$ cat src/rtl/l1d_dual_entry_alloc_tracker.sv
//------------------------------------------------------------------------------
// Module      : l1d_dual_entry_alloc_tracker
// Description : Busy/free tracker for an N-entry pool (MSHR / line-fill
//               buffer). Grants up to two allocations and accepts up to two
//               releases per cycle. Port 0 takes the lowest free entry and
//               port 1 takes the highest free entry. Keeps a busy bitmap and an
//               occupancy counter.
// Options     : L1D_ALLOC_TRACKER_CHK_EN enables the sticky protocol-error
//               flag and its simulation assertion.
// Revision    : 1.0 - initial release
//------------------------------------------------------------------------------
`default_nettype none

// Picks the lowest and the highest set bit of a valid mask.
module select_two_from_n_valid #(
  parameter int N    = 8,
  parameter int ID_W = $clog2(N)
) (
  input  logic [N-1:0]    sel_i,
  input  logic            first_id_needed_vld_i,
  input  logic            second_id_needed_vld_i,
  output logic            first_id_vld_o,
  output logic [ID_W-1:0] first_id_o,
  output logic            second_id_vld_o,
  output logic [ID_W-1:0] second_id_o
);

  // Lowest set index: scan downwards so the last hit found is the smallest.
  always_comb begin
    first_id_o = '0;
    for (int i = N - 1; i >= 0; i--) begin
      if (sel_i[i]) first_id_o = ID_W'(i);
    end
  end

  // Highest set index: scan upwards so the last hit found is the largest.
  always_comb begin
    second_id_o = '0;
    for (int i = 0; i < N; i++) begin
      if (sel_i[i]) second_id_o = ID_W'(i);
    end
  end

  assign first_id_vld_o = |sel_i;

  // The second grant is only offered when it is requested. When the first
  // grant is also requested, the two picks must be different entries. The
  // lowest and highest set bits differ only when at least two bits are set.
  assign second_id_vld_o = second_id_needed_vld_i & (|sel_i) &
                           (~first_id_needed_vld_i | (first_id_o != second_id_o));

endmodule

module l1d_dual_entry_alloc_tracker #(
  parameter int ENTRY_NUM = 8
) (
  input  logic                          clk,
  input  logic                          rst,
  input  logic                          alloc0_vld_i,
  output logic                          alloc0_rdy_o,
  output logic [$clog2(ENTRY_NUM)-1:0]  alloc0_id_o,
  input  logic                          alloc1_vld_i,
  output logic                          alloc1_rdy_o,
  output logic [$clog2(ENTRY_NUM)-1:0]  alloc1_id_o,
  input  logic                          free0_vld_i,
  input  logic [$clog2(ENTRY_NUM)-1:0]  free0_id_i,
  input  logic                          free1_vld_i,
  input  logic [$clog2(ENTRY_NUM)-1:0]  free1_id_i,
  input  logic                          flush_i,
  output logic [ENTRY_NUM-1:0]          busy_mask_o,
  output logic [$clog2(ENTRY_NUM+1)-1:0] busy_cnt_o,
  output logic                          full_o,
  output logic                          empty_o,
  output logic                          err_o
);

  localparam int ENTRY_ID_W = $clog2(ENTRY_NUM);
  localparam int CNT_W      = $clog2(ENTRY_NUM + 1);
  localparam logic [CNT_W-1:0] C_FULL_CNT = CNT_W'(ENTRY_NUM);

  logic [ENTRY_NUM-1:0]  r_busy;
  logic [CNT_W-1:0]      r_cnt;

  logic                  w_first_vld;
  logic [ENTRY_ID_W-1:0] w_first_id;
  logic                  w_second_vld;
  logic [ENTRY_ID_W-1:0] w_second_id;

  logic                  w_fire0;
  logic                  w_fire1;
  logic [ENTRY_NUM-1:0]  w_f0_hit;
  logic [ENTRY_NUM-1:0]  w_f1_hit;
  logic [ENTRY_NUM-1:0]  w_set_mask;
  logic [ENTRY_NUM-1:0]  w_clr_mask;
  logic [ENTRY_NUM-1:0]  w_busy_d;
  logic [CNT_W-1:0]      w_cnt_d;

  function automatic logic [CNT_W-1:0] popcnt(input logic [ENTRY_NUM-1:0] v);
    logic [CNT_W-1:0] c;
    c = '0;
    for (int i = 0; i < ENTRY_NUM; i++) begin
      c = c + CNT_W'(v[i]);
    end
    return c;
  endfunction

  // The selector sees only the registered busy state. An entry freed this
  // cycle can therefore be granted no earlier than the next cycle.
  select_two_from_n_valid #(
    .N    (ENTRY_NUM),
    .ID_W (ENTRY_ID_W)
  ) u_sel (
    .sel_i                  (~r_busy),
    .first_id_needed_vld_i  (alloc0_vld_i),
    .second_id_needed_vld_i (alloc1_vld_i),
    .first_id_vld_o         (w_first_vld),
    .first_id_o             (w_first_id),
    .second_id_vld_o        (w_second_vld),
    .second_id_o            (w_second_id)
  );

  assign alloc0_rdy_o = w_first_vld  & ~flush_i;
  assign alloc1_rdy_o = w_second_vld & ~flush_i;
  assign alloc0_id_o  = w_first_id;
  assign alloc1_id_o  = w_second_id;

  assign w_fire0 = alloc0_vld_i & alloc0_rdy_o;
  assign w_fire1 = alloc1_vld_i & alloc1_rdy_o;

  // Per-entry id decode. An id outside the pool matches no entry, so a
  // release of that id has no effect. If both release ports name the same
  // busy entry, the OR of the two hits clears that entry once.
  generate
    for (genvar i = 0; i < ENTRY_NUM; i++) begin : g_entry
      assign w_f0_hit[i]   = free0_vld_i & (free0_id_i == ENTRY_ID_W'(i));
      assign w_f1_hit[i]   = free1_vld_i & (free1_id_i == ENTRY_ID_W'(i));
      assign w_clr_mask[i] = (w_f0_hit[i] | w_f1_hit[i]) & r_busy[i];
      assign w_set_mask[i] = (w_fire0 & (w_first_id  == ENTRY_ID_W'(i))) |
                             (w_fire1 & (w_second_id == ENTRY_ID_W'(i)));
    end
  endgenerate

  assign w_busy_d = (r_busy & ~w_clr_mask) | w_set_mask;
  assign w_cnt_d  = r_cnt + CNT_W'(w_fire0) + CNT_W'(w_fire1) - popcnt(w_clr_mask);

  // Busy bitmap and occupancy counter. A flush overrides all same-cycle activity.
  always_ff @(posedge clk or posedge rst) begin
    if (rst) begin
      r_busy <= '0;
      r_cnt  <= '0;
    end else if (flush_i) begin
      r_busy <= '0;
      r_cnt  <= '0;
    end else begin
      r_busy <= w_busy_d;
      r_cnt  <= w_cnt_d;
    end
  end

  assign busy_mask_o = r_busy;
  assign busy_cnt_o  = r_cnt;
  assign full_o      = (r_cnt == C_FULL_CNT);
  assign empty_o     = (r_cnt == '0);

`ifdef L1D_ALLOC_TRACKER_CHK_EN
  logic r_err;
  logic w_bad_free0;
  logic w_bad_free1;
  logic w_cnt_mismatch;
  logic w_err_evt;

  // A release is bad if its id matches no busy entry. This covers both an
  // already-free entry and an out-of-range id.
  assign w_bad_free0    = free0_vld_i & ~(|(w_f0_hit & r_busy));
  assign w_bad_free1    = free1_vld_i & ~(|(w_f1_hit & r_busy));
  assign w_cnt_mismatch = (popcnt(r_busy) != r_cnt);
  assign w_err_evt      = w_bad_free0 | w_bad_free1 | w_cnt_mismatch;

  // Sticky error flag. It is cleared only by reset or by a flush.
  always_ff @(posedge clk or posedge rst) begin
    if (rst) begin
      r_err <= 1'b0;
    end else if (flush_i) begin
      r_err <= 1'b0;
    end else begin
      r_err <= r_err | w_err_evt;
    end
  end

  assign err_o = r_err;

  a_no_proto_err : assert property (@(posedge clk) disable iff (rst) !w_err_evt)
    else $error("tracker protocol error: bad free or count/bitmap disagreement");
`else
  assign err_o = 1'b0;
`endif

endmodule

`default_nettype wire

$ cat config.mk
export PLATFORM = sky130hd
export DESIGN_NAME = l1d_dual_entry_alloc_tracker
export DESIGN_NICKNAME = d
export VERILOG_FILES = /design/src/rtl/l1d_dual_entry_alloc_tracker.sv
export SDC_FILE = /design/constraint.sdc
export NUM_CORES = 1
export LEC_CHECK = 0
export BUFFER_PORTS_ARGS = -buffer_cell sky130_fd_sc_hd__buf_4
export CAP_MARGIN = 5
export CORE_ASPECT_RATIO = 0.5
export CORE_MARGIN = 4
export CORE_UTILIZATION = 45
export DETAILED_ROUTE_END_ITERATION = 10
export PLACE_DENSITY = 0.8
export SETUP_SLACK_MARGIN = 0.02
export SYNTH_ARGS = -nofsm -noshare
export SYNTH_HDL_FRONTEND = slang
export SYNTH_SLANG_ARGS = --single-unit
export TNS_END_PERCENT = 10
$ cat constraint.sdc
create_clock -name clk -period 4.95 [get_ports clk]
set_input_delay 0.495 -clock clk [delete_from_list [all_inputs] [get_ports clk]]
set_output_delay 0.495 -clock clk [all_outputs]
set_load 0.005 [all_outputs]
# Word level (Yosys, flattened, before mapping)
# Cells that the tools add are included.
word_totals:
  regBits: 12
  inputBits: 13
  out_inout_bits: 23
  wordCells: 134
classes:
  n_addsub: 10
  n_eq_ne: 30
  n_mux: 17
  bitwise_logic: 69
  reduce_logical: 6
op_table:
  columns: ["op", "count"]
  rows:
  - ["== test 3 bit, second input constant", 16]
  - ["bitwise AND 1 bit", 46]
  - ["2-to-1 mux 3 bit", 12]
  - ["adder 4 x 1 -> 4 bit", 6]
  - ["== test 3 x 2 -> 1 bit, second input constant", 8]
  - ["OR 1 bit", 17]
  - ["inverter 8 bit", 2]
  - ["== test 3 x 1 -> 1 bit, second input constant", 4]
  - ["logical NOT 3 bit", 4]
  - ["bitwise AND 8 bit", 1]
  - ["2-to-1 mux 8 bit", 1]
  - ["OR 8 bit", 1]
  - ["OR reduction 8 bit", 1]
  - ["adder 3 x 1 -> 4 bit", 1]
  - ["== test 4 bit, second input constant", 1]
  - ["logical NOT 4 bit", 1]
  - ["2-to-1 mux 2 bit", 2]
  - ["2-to-1 mux 4 bit", 1]
  - ["subtractor 4 bit", 1]
  - ["adder 2 x 1 -> 3 bit", 1]
  - ["!= test 3 bit", 1]
  - ["adder 1 x 1 -> 2 bit", 1]
  - ["inverter 1 bit", 2]
  - ["2-to-1 mux 1 bit", 1]

# Longest topological paths before layout
# Gate-level depths: netlist (run 1).
logic_depth:
  ltp_word: 18
  mapped_depth: 17
  ltp_nobuf: 16

# Cells and area by module
# A second synthesis (run 1) with hierarchy kept.
unflattened:
  cells_unflattened: 156
  hier_area_um2: 1311.3
modules_own_cells:
  columns: ["module", "n_inst", "cells_each", "area_each_um2", "seq_area_each_um2"]
  rows:
  - ["l1d_dual_entry_alloc_tracker", 1, 130, 1161.1, 300.3]
  - ["select_two_from_n_valid", 1, 26, 150.1, 0.0]

# Worst setup path before layout (run 1)
# Ideal clock, no wire load.
synth_timing:
  kind: "input to register"
  startpoint: "input port free0_id_i[0]"
  endpoint: "register r_cnt[3] (netlist: busy_cnt_o[3])"
  setup_ns: 0.119
  arrival_time_ns: 3.728
  t_required_ns: 4.831
  slack_ns: 1.103
  cell_stages: 14
  n_path_buf: 0
  path_cell_list: "or2_2 o22ai_1 nand2_1 fa_1 inv_1 fa_1 fa_1 inv_1 fa_1 ha_1 ha_1 xor2_1 xnor2_1 nor2_1"
synth_between:
  elab_chain_cells: 13
  elab_cells_between_ends: 41
  cone_classes: "add/sub (8); eq/ne (7); mux (1); bitwise (24); reduce/logical (1)"
synth_rtl:
  columns: ["element", "line", "rtl"]
  rows:
  - ["start, declared", "66", "input logic [$clog2(ENTRY_NUM)-1:0] free0_id_i,"]
  - ["== test 3 x 1 -> 1 bit or logical NOT 3 bit (tied branches)", "135", "assign w_f0_hit[i] = free0_vld_i & (free0_id_i == ENTRY_ID_W'(i));"]
  - ["bitwise AND 1 bit", "135", null]
  - ["OR 1 bit", "137", "assign w_clr_mask[i] = (w_f0_hit[i] | w_f1_hit[i]) & r_busy[i];"]
  - ["bitwise AND 1 bit", "137", null]
  - ["adder 1 x 1 -> 2 bit", "102", "c = c + CNT_W'(v[i]);"]
  - ["adder 2 x 1 -> 3 bit", "102", null]
  - ["adder 3 x 1 -> 4 bit", "102", null]
  - ["adder 4 x 1 -> 4 bit (3 in series)", "102", null]
  - ["adder 4 x 1 -> 4 bit *", "102", null]
  - ["subtractor 4 bit *", "144", "assign w_cnt_d = r_cnt + CNT_W'(w_fire0) + CNT_W'(w_fire1) - popcnt(w_clr_mask);"]
  - ["2-to-1 mux 4 bit *", "151", "end else if (flush_i) begin"]
  - ["end signal, assigned", "156", "r_cnt <= w_cnt_d;"]
  - ["end, declared", "82", "logic [CNT_W-1:0] r_cnt;"]
# Every way passes the cells marked *; elsewhere a longest branch is shown, timed or not.

# Worst setup path after layout (run 1)
layout_timing:
  startpoint: "register r_busy[7] (netlist: busy_mask_o[7])"
  endpoint: "register r_cnt[3] (netlist: busy_cnt_o[3])"
layout_between:
  elab_chain_cells: 17
  elab_cells_between_ends: 25
  cone_classes: "add/sub (4); eq/ne (1); mux (10); bitwise (9); reduce/logical (1)"
layout_rtl:
  columns: ["element", "line", "rtl"]
  rows:
  - ["start, declared", "81", "logic [ENTRY_NUM-1:0] r_busy;"]
  - ["start signal, assigned", "155", "r_busy <= w_busy_d;"]
  - ["inverter 8 bit", "113", ".sel_i (~r_busy),"]
  - ["2-to-1 mux 3 bit (8 in series)", "32", "if (sel_i[i]) first_id_o = ID_W'(i);"]
  - ["!= test 3 bit", "50", "(~first_id_needed_vld_i | (first_id_o != second_id_o));"]
  - ["OR 1 bit", "50", null]
  - ["bitwise AND 1 bit", "49", "assign second_id_vld_o = second_id_needed_vld_i & (|sel_i) &"]
  - ["bitwise AND 1 bit", "123", "assign alloc1_rdy_o = w_second_vld & ~flush_i;"]
  - ["bitwise AND 1 bit", "128", "assign w_fire1 = alloc1_vld_i & alloc1_rdy_o;"]
  - ["adder 4 x 1 -> 4 bit", "144", null]
  - ["subtractor 4 bit *", "144", null]
  - ["2-to-1 mux 4 bit *", "151", null]
# Marks and branches as above.

==> results.md, run 1 <==
* Placement Cell Area at 0.00160 sq mm
* DR iter-0 viols at 108
* Filler cell count at 250
* Die Y at 46.7 um
* Antenna Diode Count at 0
* Total congestion overflow at 0
* Pwr Total at 409 uW
* Peak supply drop at 0.156 mV
* Reg area at 300 sq um
* Largest net degree at the start of global routing at 18
* Clk Latency, worst-skew pair at 240 ps
* Static Leak at 0.708 nW
* Setup violations, final at 0
* Die ar. at 0.00398 sq mm
* Crit end category: register
* Max clock buf depth at 2
* DP Wirelength at 2690 um
* CTS clk-pin slew, worst paths at 50 ps
* Final antenna-violating net count at 0
* Cell Area, Synth at 0.00135 sq mm
* Endpoints failing hold at 0
* First-pass GRT wire length at 5600 um
* Tcrit/Tclk final at 79.7%
* Total number of H-tree levels at 1
* Port bufs at 34
* F_max at 253 MHz
* DR vias at 1234
* Area of the multi-input gates at 926 sq um
* # rows at 13
* Warnings from Yosys at 0
* CTS buffer count at 3
* Worst hold slack at 289 ps
* Routability Congestion at 0.834
* Worst Max-Slew Pin Slew at 516 ps
* Critical Path Start Type: register
* Area growth syn-to-layout at 21.8%
* Core area at 0.00272 sq mm
* GRT Total Usage at 18.4%
* Critical path class: reg2reg
* RSZ-0062 raised after global routing: no
* Commonest cells after routing, fill and taps aside: buf_4, nand2_1, inv_1
* Post-synth cell types at 48
* Max Cap Viol at 0
* Drt first pass iters at 4
* Initial antenna violation count at 0
* Root Buffer: clkbuf_8
* Crit Path Max Fanout at 7
* Status: finished clean
* Ports at 36
* Vias per cell at 5.56
* Post-CTS Setup Inserts at 0
* Critical path data required time at 5070 ps
* CTS tree: done
* Syn Area/Cell at 8.80 sq um
* Rel. slew slack at 65.6%
* Post-CTS Resized at 0
* Syn Nets at 179
* Ratio of cells with drive above 1 in the final layout at 33.0%
* Max-slew violations at 0
* Placed cells at 219
* Commonest non-fill, non-tap cell in the layout: buf_4
* Fin nets at 213
* Fin crit period at 3950 ps
* Critical Path AT at 4070 ps
* Yosys reg bits at 12
* Hold_buf cts at 0
* Die X at 85.4 um
* CTS Sinks at 12
* Worst reg2reg path depth at 16
* Syn Inst Count at 153
* DRC viols at 0
* TNS Setup at 0 ps
* Final clock skew at 3.39 ps
* Final std cells w/o fill at 222
* Routed wire length per instance at 15.4 um
* Initial Util at 49.6%
* Vias in the first global route at 1170
* Post-route cell area at 0.00164 sq mm
* Register area share after synthesis at 22.3%
* Worst hold path type: in2async
* Pwr/cell area at 249 mW/mm^2
* Routed Wire Length at 3410 um
==> sequential cells by signal, indices dropped and copies added, names as in the netlist <==
signal / cells
busy_cnt_o: 4
busy_mask_o: 8
==> per-layer routing <==
metal / GRT usage [%] / up-vias / wire length, um
met5: 0 / - / 0
met4: 1.89 / 0 / 16
met3: 4.64 / 2 / 255
met2: 30.6 / 45 / 1580
met1: 25.3 / 590 / 1560
li1: - / 597 / -
==> final cells by class <==
type                       instances  area share [%]
multi-input combinational        117            56.4
sequential                        12            18.3
timing repair buffer              34            15.6
inverter                          19            4.35
tap                               37            2.82
clock buffer                       3            2.52
==> synth_stat cells (all sizes together) <==
| library cell | n | share of area, % |
|---|---|---|
| conb | 1 | 0.28 |
| ha | 6 | 5.6 |
| o22a | 1 | 0.74 |
| inv | 19 | 5.3 |
| or4 | 1 | 0.56 |
| nand2 | 18 | 5.2 |
| dfrtp | 12 | 22 |
| nand4 | 3 | 1.4 |
| o21bai | 2 | 1.1 |
| o22ai | 8 | 3.7 |
| buf | 5 | 3.6 |
| nor2b | 4 | 1.9 |
| nor2 | 9 | 3.1 |
| a21oi | 7 | 4.3 |
| o211ai | 1 | 0.56 |
| o21ai | 3 | 1.4 |
| a31oi | 3 | 1.4 |
| or3 | 1 | 0.46 |
| nor4b | 2 | 1.8 |
| and2b | 1 | 0.65 |
| a21boi | 1 | 0.84 |
| nand2b | 11 | 5.3 |
| xnor2 | 2 | 1.3 |
| or2 | 3 | 1.4 |
| nand3 | 4 | 1.5 |
| a31o | 1 | 0.65 |
| o32ai | 2 | 2.4 |
| xor2 | 1 | 0.65 |
| and2 | 1 | 0.56 |
| o31ai | 2 | 1.9 |
| a2bb2oi | 1 | 0.65 |
| mux2i | 2 | 1.5 |
| a41oi | 1 | 2.0 |
| nor3 | 2 | 0.74 |
| o32a | 2 | 1.5 |
| a22oi | 1 | 0.56 |
| nor4 | 2 | 0.93 |
| fa | 7 | 10 |
==> path summary, 6_finish.rpt <==
path	from	endpoint	slack [ps]
setup / recovery	busy_mask_o[7]$_DFF_PP0_	busy_cnt_o[3]$_DFF_PP0_	1000
hold / removal	rst	busy_mask_o[5]$_DFF_PP0_	290
setup reg to reg	busy_mask_o[7]$_DFF_PP0_	busy_cnt_o[3]$_DFF_PP0_	1000
hold reg to reg	busy_cnt_o[3]$_DFF_PP0_	busy_cnt_o[3]$_DFF_PP0_	700
max in group asynchronous	rst	busy_mask_o[0]$_DFF_PP0_	4320
min in group clk	flush_i	busy_cnt_o[3]$_DFF_PP0_	570
==> critical path: stages, from the launching register on <==
cell and delay, ps:
dfrtp_1 460, nand2_1 260, nor2_4 80, inv_2 80, nor2_1 60, nor2_1 150, nand2_1 100, fa_1 430
fa_1 460, fa_1 370, inv_1 80, fa_1 420, ha_1 300, ha_1 210, xor2_1 180, xnor2_1 140
nor2_1 50
==> through the flow <==
step	utilization (%)	setup WS, ps
after global routing	60.4	773
after floorplan	-	1100
after global placement	58.9	890
after CTS	60.4	961
final	60.4	1000
after detailed placement	58.9	810
==> power breakdown <==
group / total (mW) / internal [mW] / switching [mW]
logic: 0.187 / 0.103 / 0.0840
clock network: 0.0899 / 0.0537 / 0.0363
registers: 0.132 / 0.113 / 0.0194
total: 0.409 / 0.270 / 0.140
==> logic make-up (layout without fill, tap and decap cells) <==
kind of cell	count (synthesis)	after routing	synth area share, %
compound gates	36	36	23.7
xor+xnor	3	3	1.95
fa+ha+maj	13	13	16.0
buf+inv	24	56	8.92
flops	12	12	22.3
mux	2	2	1.49
other cells	1	1	0.279
simple gates	62	62	25.4
No activity file was read; power rests on OpenSTA's default activity.
==> run 2: changes to the inputs <==
PLACE_DENSITY = 0.83   (was 0.8)
clock period = 3.4 ns   (was 4.95 ns; I/O delays follow)
==> run 2 against run 1 <==
The run now ends with setup timing left. Sequential share of layout area shrank 2.3 points. Global-route usage rose by 3.6 points. Flip-flop and latch count is the same. Cell count increased by 12%. Clock power rose by 47%. Clock-buffer cell count did not move. Largest cell class unchanged. Largest power group unchanged. Highest routed layer unchanged.
==> results.md, run 2 (synthesized netlist as in run 1, its figures left out) <==
* R2R Setup Slk at -110 ps (-1110 ps)
* Peak supply drop at 0.234 mV (+50%)
* Final core utilization at 69.1% (+8.7 points)
* DR iter-0 viols at 117 (+8.3%)
* Critical path data required time at 3530 ps (-1540 ps)
* Fin crit period at 3510 ps (-437 ps)
* CP max stage delay at 460 ps (about the same)
* Vias per cell at 5.62 (+1.1%)
* Cell chain of the critical path: nand2_2 > nor2_4 > inv_2 > nor2_2 > nor2_2 > nand2_2 > fa_2 > fa_1 > fa_2 > inv_2 > fa_1 > ha_1 > ha_2 > xor2_2 > xnor2_1 > nor2_1
* Antenna Diode Count at 0 (unchanged)
* Die ar. at 0.00398 sq mm (unchanged)
* Core area at 0.00272 sq mm (unchanged)
* Max reg flops at 8 (unchanged)
* Area of the multi-input gates at 967 sq um (+4.5%)
* R2R Path End: busy_cnt_o[3]$_DFF_PP0_
* DP Wirelength at 3180 um (+18%)
* Slowest cell on crit path: fa_1
* Hold_buf cts at 0 (unchanged)
* Failing checks: setup timing
* CTS buffer count at 3 (unchanged)
* GRT Total Usage at 22.0% (+3.6 points)
* Commonest non-fill, non-tap cell in the layout: buf_4
* Critical Path Start Type: register
* Pwr/cell area at 338 mW/mm^2 (+35%)
* Commonest cells after routing, fill and taps aside: buf_4, inv_1, nand2_1
* Worst hold path type: in2async
* CP Launch Point: busy_mask_o[6]$_DFF_PP0_
* Largest net degree at the start of global routing at 17 (-1)
* Routed Wire Length at 3910 um (+15%)
* Final worst slack at -108 ps (-1110 ps)
* Area growth syn-to-layout at 39.4%
* Crit end category: register
* Critical Path AT at 3640 ps (-430 ps)
* Critical path class: reg2reg
* Reg area at 300 sq um (unchanged)
* Clk Latency, worst-skew pair at 250 ps (about the same)
* Routed wire length per instance at 15.8 um (+2.6%)
* Total congestion overflow at 0 (unchanged)
* RR Startpoint: busy_mask_o[6]$_DFF_PP0_
* First-pass GRT wire length at 6600 um (+18%)
* CTS tree: done
* Max clock buf depth at 2 (unchanged)
* Worst hold slack at 128 ps (-161 ps)
* Die X at 85.4 um (unchanged)
* Fin nets at 239 (+12%)
* Port bufs at 34 (unchanged)
* Pwr Total at 634 uW (+55%)
* DR vias at 1393 (+13%)
* Final std cells w/o fill at 248 (+12%)
* Root Buffer: clkbuf_8
* Pre-CTS WS at -360 ps (-1170 ps)
* Ports at 36 (unchanged)
* Initial antenna violation count at 0 (unchanged)
* Status: complete, but fails checks
* Vias in the first global route at 1434 (+23%)
* Rel. slew slack at 65.5% (-0.099 points)
* DRC viols at 0 (unchanged)
* # rows at 13 (unchanged)
* Worst Max-Slew Pin Slew at 517 ps (+1.48 ps)
* Crit Path Max Fanout at 2 (-5)
* Initial Util at 49.6% (unchanged)
* Setup violations, final at 1 (+1)
* Tcrit/Tclk final at 103% (+23 points)
* Final antenna-violating net count at 0 (unchanged)
* Total number of H-tree levels at 1 (unchanged)
* Routability Congestion at 0.904 (+8.4%)
* Max Cap Viol at 0 (unchanged)
* Drt first pass iters at 4 (unchanged)
* Endpoints failing hold at 0 (unchanged)
* RSZ-0062 raised after global routing: yes
* CTS clk-pin slew, worst paths at 60 ps (about the same)
* Max-slew violations at 0 (unchanged)
* F_max at 285 MHz (+12%)
* Final clock skew at 7.99 ps (+4.61 ps)
* Filler cell count at 210 (-16%)
* Static Leak at 0.850 nW (+20%)
* Worst reg2reg path depth at 16 (unchanged)
* Ratio of cells with drive above 1 in the final layout at 46.4% (+13 points)
* Die Y at 46.7 um (unchanged)
* Placed cells at 241 (+10%)
* CTS Sinks at 12 (unchanged)
[run 2: cell types whose count changed in the layout (fill, tap and decap cells not counted), moves of 2 or more]
cell,previous run,this run
fa_2,0,3
nand2_1,17,15
nor2_1,8,6
buf_4,34,60
nor2_2,0,2
fa_1,7,4
[run 2: how the worst max path moves through the flow]
| stage | endpoint | slack, ps | depth (start not counted) |
|---|---|---|---|
| 2_1_floorplan | busy_cnt_o[3]$_DFF_PP0_ | -190 | 17 |
| 3_3_place_gp | busy_cnt_o[3]$_DFF_PP0_ | -260 | 15 |
| 3_5_place_dp | busy_cnt_o[3]$_DFF_PP0_ | -360 | 15 |
| 4_1_cts | busy_cnt_o[3]$_DFF_PP0_ | -90 | 16 |
| 5_1_grt | busy_cnt_o[3]$_DFF_PP0_ | -280 | 16 |
| 6_report | busy_cnt_o[3]$_DFF_PP0_ | -110 | 16 |
[run 2: metal layers]
layer  global-route usage, %  vias to the layer above  share of wire [%]
li1                        -                      650                  -
met1                    26.4                      670                 39
met3                    5.36                       10                9.2
met2                    38.4                       63                 49
met4                    9.78                        0                2.3
met5                       0                        -                  0
[run 2: stage by stage]
step,area [sq um],setup TNS [ps]
2_1_floorplan,1380,-238
3_3_place_gp,1790,-400
3_5_place_dp,1790,-577
4_1_cts,1860,-90.0
5_1_grt,1880,-404
6_report,1880,-108
[run 2: area by class of cell]
class | count | share of cell area [%]
multi-input combinational | 117 | 51.5
timing repair buffer | 60 | 24.0
sequential | 12 | 16.0
tap | 37 | 2.47
inverter | 19 | 3.80
clock buffer | 3 | 2.20
[run 2: power by group]
part | leakage (nW) | switching, mW | total (mW) | internal (mW)
Sequential | 0.160 | 0.0236 | 0.188 | 0.164
Combinational | 0.669 | 0.142 | 0.314 | 0.172
Clock | 0.0216 | 0.0536 | 0.132 | 0.0781
[run 2: repair_timing]
item / in CTS / in global routing
endpoints found under the setup margin: 2 / 2
cloned: 0 / 0
pin swaps: 11 / 1
setup buffers: 3 / 1
gates resized for setup: 2 / 1
[run 2: critical path, delay by kind of cell, from the launching register on]
kind	cells	cell delay [ps]
buffers and inverters	2	110
AND/OR/NAND/NOR	6	540
XOR/XNOR	2	270
adder cells (fa/ha/maj)	6	2090
flip-flops	1	380
==> run 3: changes to the inputs <==
PLACE_DENSITY = 0.8   (was 0.83)
clock period = 3.77 ns   (was 3.4 ns; I/O delays follow)
==> run 3 against run 2 <==
The run now ends clean. Cell area decreased by 2.1%. Clock power rose by 14%. Combinational power shrank 13%. Wire length fell by 5.3%. Clock skew is 5.7 ps lower. Sequential share of layout area is 0.34 points higher. Flip-flop and latch count unchanged. Global-route usage shrank 1.6 points. Largest cell class unchanged. Largest power group unchanged. Highest routed layer unchanged.
==> results.md, run 3 (synthesized netlist as in run 1, its figures left out) <==
* Critical Path Start Type: input pin
* Fin crit period at 3560 ps
* Worst reg2reg path depth at 16 (unchanged)
* DP Wirelength at 2910 um (-8.3%)
* Slowest cell on crit path: fa_1
* R2R Setup Slk at 230 ps (+340 ps)
* Worst hold slack at 154 ps (+25.8 ps)
* Max Cap Viol at 0 (unchanged)
* F_max at 281 MHz
* Vias in the first global route at 1270 (-11%)
* Tcrit/Tclk final at 94.3%
* Max-slew violations at 0 (unchanged)
* Total congestion overflow at 0 (unchanged)
* Cell chain of the critical path: buf_4 > or2_2 > o22ai_2 > nand2_2 > fa_1 > inv_1 > fa_2 > fa_2 > inv_2 > fa_1 > ha_1 > ha_2 > xor2_1 > xnor2_1 > nor2_1
* Static Leak at 0.819 nW (-3.7%)
* DR iter-0 viols at 93 (-21%)
* Commonest non-fill, non-tap cell in the layout: buf_4
* First-pass GRT wire length at 6070 um (-8.1%)
* Initial antenna violation count at 0 (unchanged)
* Commonest cells after routing, fill and taps aside: buf_4, inv_1, nand2_1
* Rel. slew slack at 66.1% (+0.62 points)
* Max reg flops at 8 (unchanged)
* Fin nets at 232 (-2.9%)
* Final clock skew at 2.28 ps (-5.72 ps)
* Crit end category: register
* CTS clk-pin slew, worst paths at 60 ps (about the same)
* Largest delay share family, worst path: adder cells
* # rows at 13 (unchanged)
* R2R Path End: busy_cnt_o[3]$_DFF_PP0_
* Placement Cell Area at 0.00173 sq mm (-3.7%)
* CTS tree: done
* Routed Wire Length at 3700 um (-5.3%)
* Largest net degree at the start of global routing at 17 (unchanged)
* CTS buffer count at 3 (unchanged)
* Port bufs at 34 (unchanged)
* DRC viols at 0 (unchanged)
* Ports at 36 (unchanged)
* Final core utilization at 67.7% (-1.4 points)
* RSZ-0062 raised after global routing: no
* Antenna Diode Count at 0 (unchanged)
* Ratio of cells with drive above 1 in the final layout at 44.9% (-1.6 points)
* Routed wire length per instance at 15.3 um (-2.9%)
* Pre-CTS WS at -235 ps (+126 ps)
* Critical path data required time at 3910 ps (+380 ps)
* Worst Max-Slew Pin Slew at 508 ps (-9.22 ps)
* Worst hold path type: in2async
* Total number of H-tree levels at 1 (unchanged)
* Max clock buf depth at 2 (unchanged)
* Endpoints failing hold at 0 (unchanged)
* Setup violations, final at 0 (-1)
* Die Y at 46.7 um (unchanged)
* Status: finished clean
* Die ar. at 0.00398 sq mm (unchanged)
* Vias per cell at 5.52 (-1.8%)
* Core area at 0.00272 sq mm (unchanged)
* Critical path class: in2reg
* Pwr/cell area at 322 mW/mm^2 (-4.7%)
* Crit Path Max Fanout at 2 (unchanged)
* Final worst slack at 214 ps (+323 ps)
* Peak supply drop at 0.192 mV (-18%)
* Hold_buf cts at 0 (unchanged)
* Critical Path AT at 3690 ps (+50 ps)
* DR vias at 1335 (-4.2%)
* Die X at 85.4 um (unchanged)
* Area growth syn-to-layout at 36.5%
* Final antenna-violating net count at 0 (unchanged)
* TNS Setup at 0 ps (+108 ps)
* Root Buffer: clkbuf_8
* GRT Total Usage at 20.4% (-1.6 points)
* Clk Latency, worst-skew pair at 250 ps (about the same)
* CTS Sinks at 12 (unchanged)
* Post-route cell area at 0.00184 sq mm (-2.1%)
* Initial Util at 49.6% (unchanged)
* Crit path buf inv count at 3 (+1)
* RR Startpoint: busy_mask_o[7]$_DFF_PP0_
* Drt first pass iters at 4 (unchanged)
* CP max stage delay at 530 ps (+70 ps)
* Routability Congestion at 0.900 (-0.38%)
## run 3: cell count changes in the layout (fill, tap and decap cells not counted), moves of 2 or more
cell / delta
buf_4: -7
o22ai_2: +2
nor2_1: +2
nor2_2: -2
o22ai_1: -2
## run 3: what timing repair did
item / CTS / global route
gates resized for setup: 1 / 10
buffers inserted: 0 / 2
pin swaps: 0 / 7
cloned: 0 / 0
endpoints found under the setup margin: 1 / 1
## run 3: cell type report
| cell class | count | area (sq um) |
|---|---|---|
| Clock buffer | 4 | 55.1 |
| Multi-Input combinational cell | 117 | 967 |
| Sequential cell | 12 | 300 |
| Tap cell | 37 | 46.3 |
| Timing Repair Buffer | 53 | 398 |
| Fill cell | 203 | 878 |
| Inverter | 19 | 71.3 |
## run 3: through the flow
| step | std cells | power (mW) |
|---|---|---|
| finish | 242 | 0.591 |
| global route | 242 | 0.640 |
| CTS | 240 | 0.591 |
| detailed placement | 236 | 0.441 |
| global placement | 236 | 0.426 |
| floorplan | 153 | 0.330 |
## run 3: where the power goes
part / internal [mW] / switching [mW] / leakage [nW]
sequential: 0.148 / 0.0201 / 0.160
combinational: 0.150 / 0.123 / 0.630
clock: 0.0927 / 0.0578 / 0.0288
total: 0.391 / 0.201 / 0.819
## run 3: worst max path at each step
stage | start | end | slack [ps] | depth (start not counted)
after floorplan | free0_id_i[0] | busy_cnt_o[3]$_DFF_PP0_ | 40 | 14
after global placement | free0_id_i[0] | busy_cnt_o[3]$_DFF_PP0_ | -150 | 15
after detailed placement | free0_id_i[0] | busy_cnt_o[3]$_DFF_PP0_ | -230 | 15
after CTS | free0_id_i[0] | busy_cnt_o[3]$_DFF_PP0_ | 20 | 16
after global routing | busy_mask_o[7]$_DFF_PP0_ | busy_cnt_o[3]$_DFF_PP0_ | 20 | 16
final | free0_id_i[0] | busy_cnt_o[3]$_DFF_PP0_ | 210 | 15
## run 3: metal layers
layer  vias up  global-route usage, %  part of all wire [%]
met5         -                      0                     0
met4         0                   4.42                  0.92
met3         4                   4.82                   6.6
met2        48                   33.0                    47
met1       644                   28.0                    46
li1        639                      -                     -
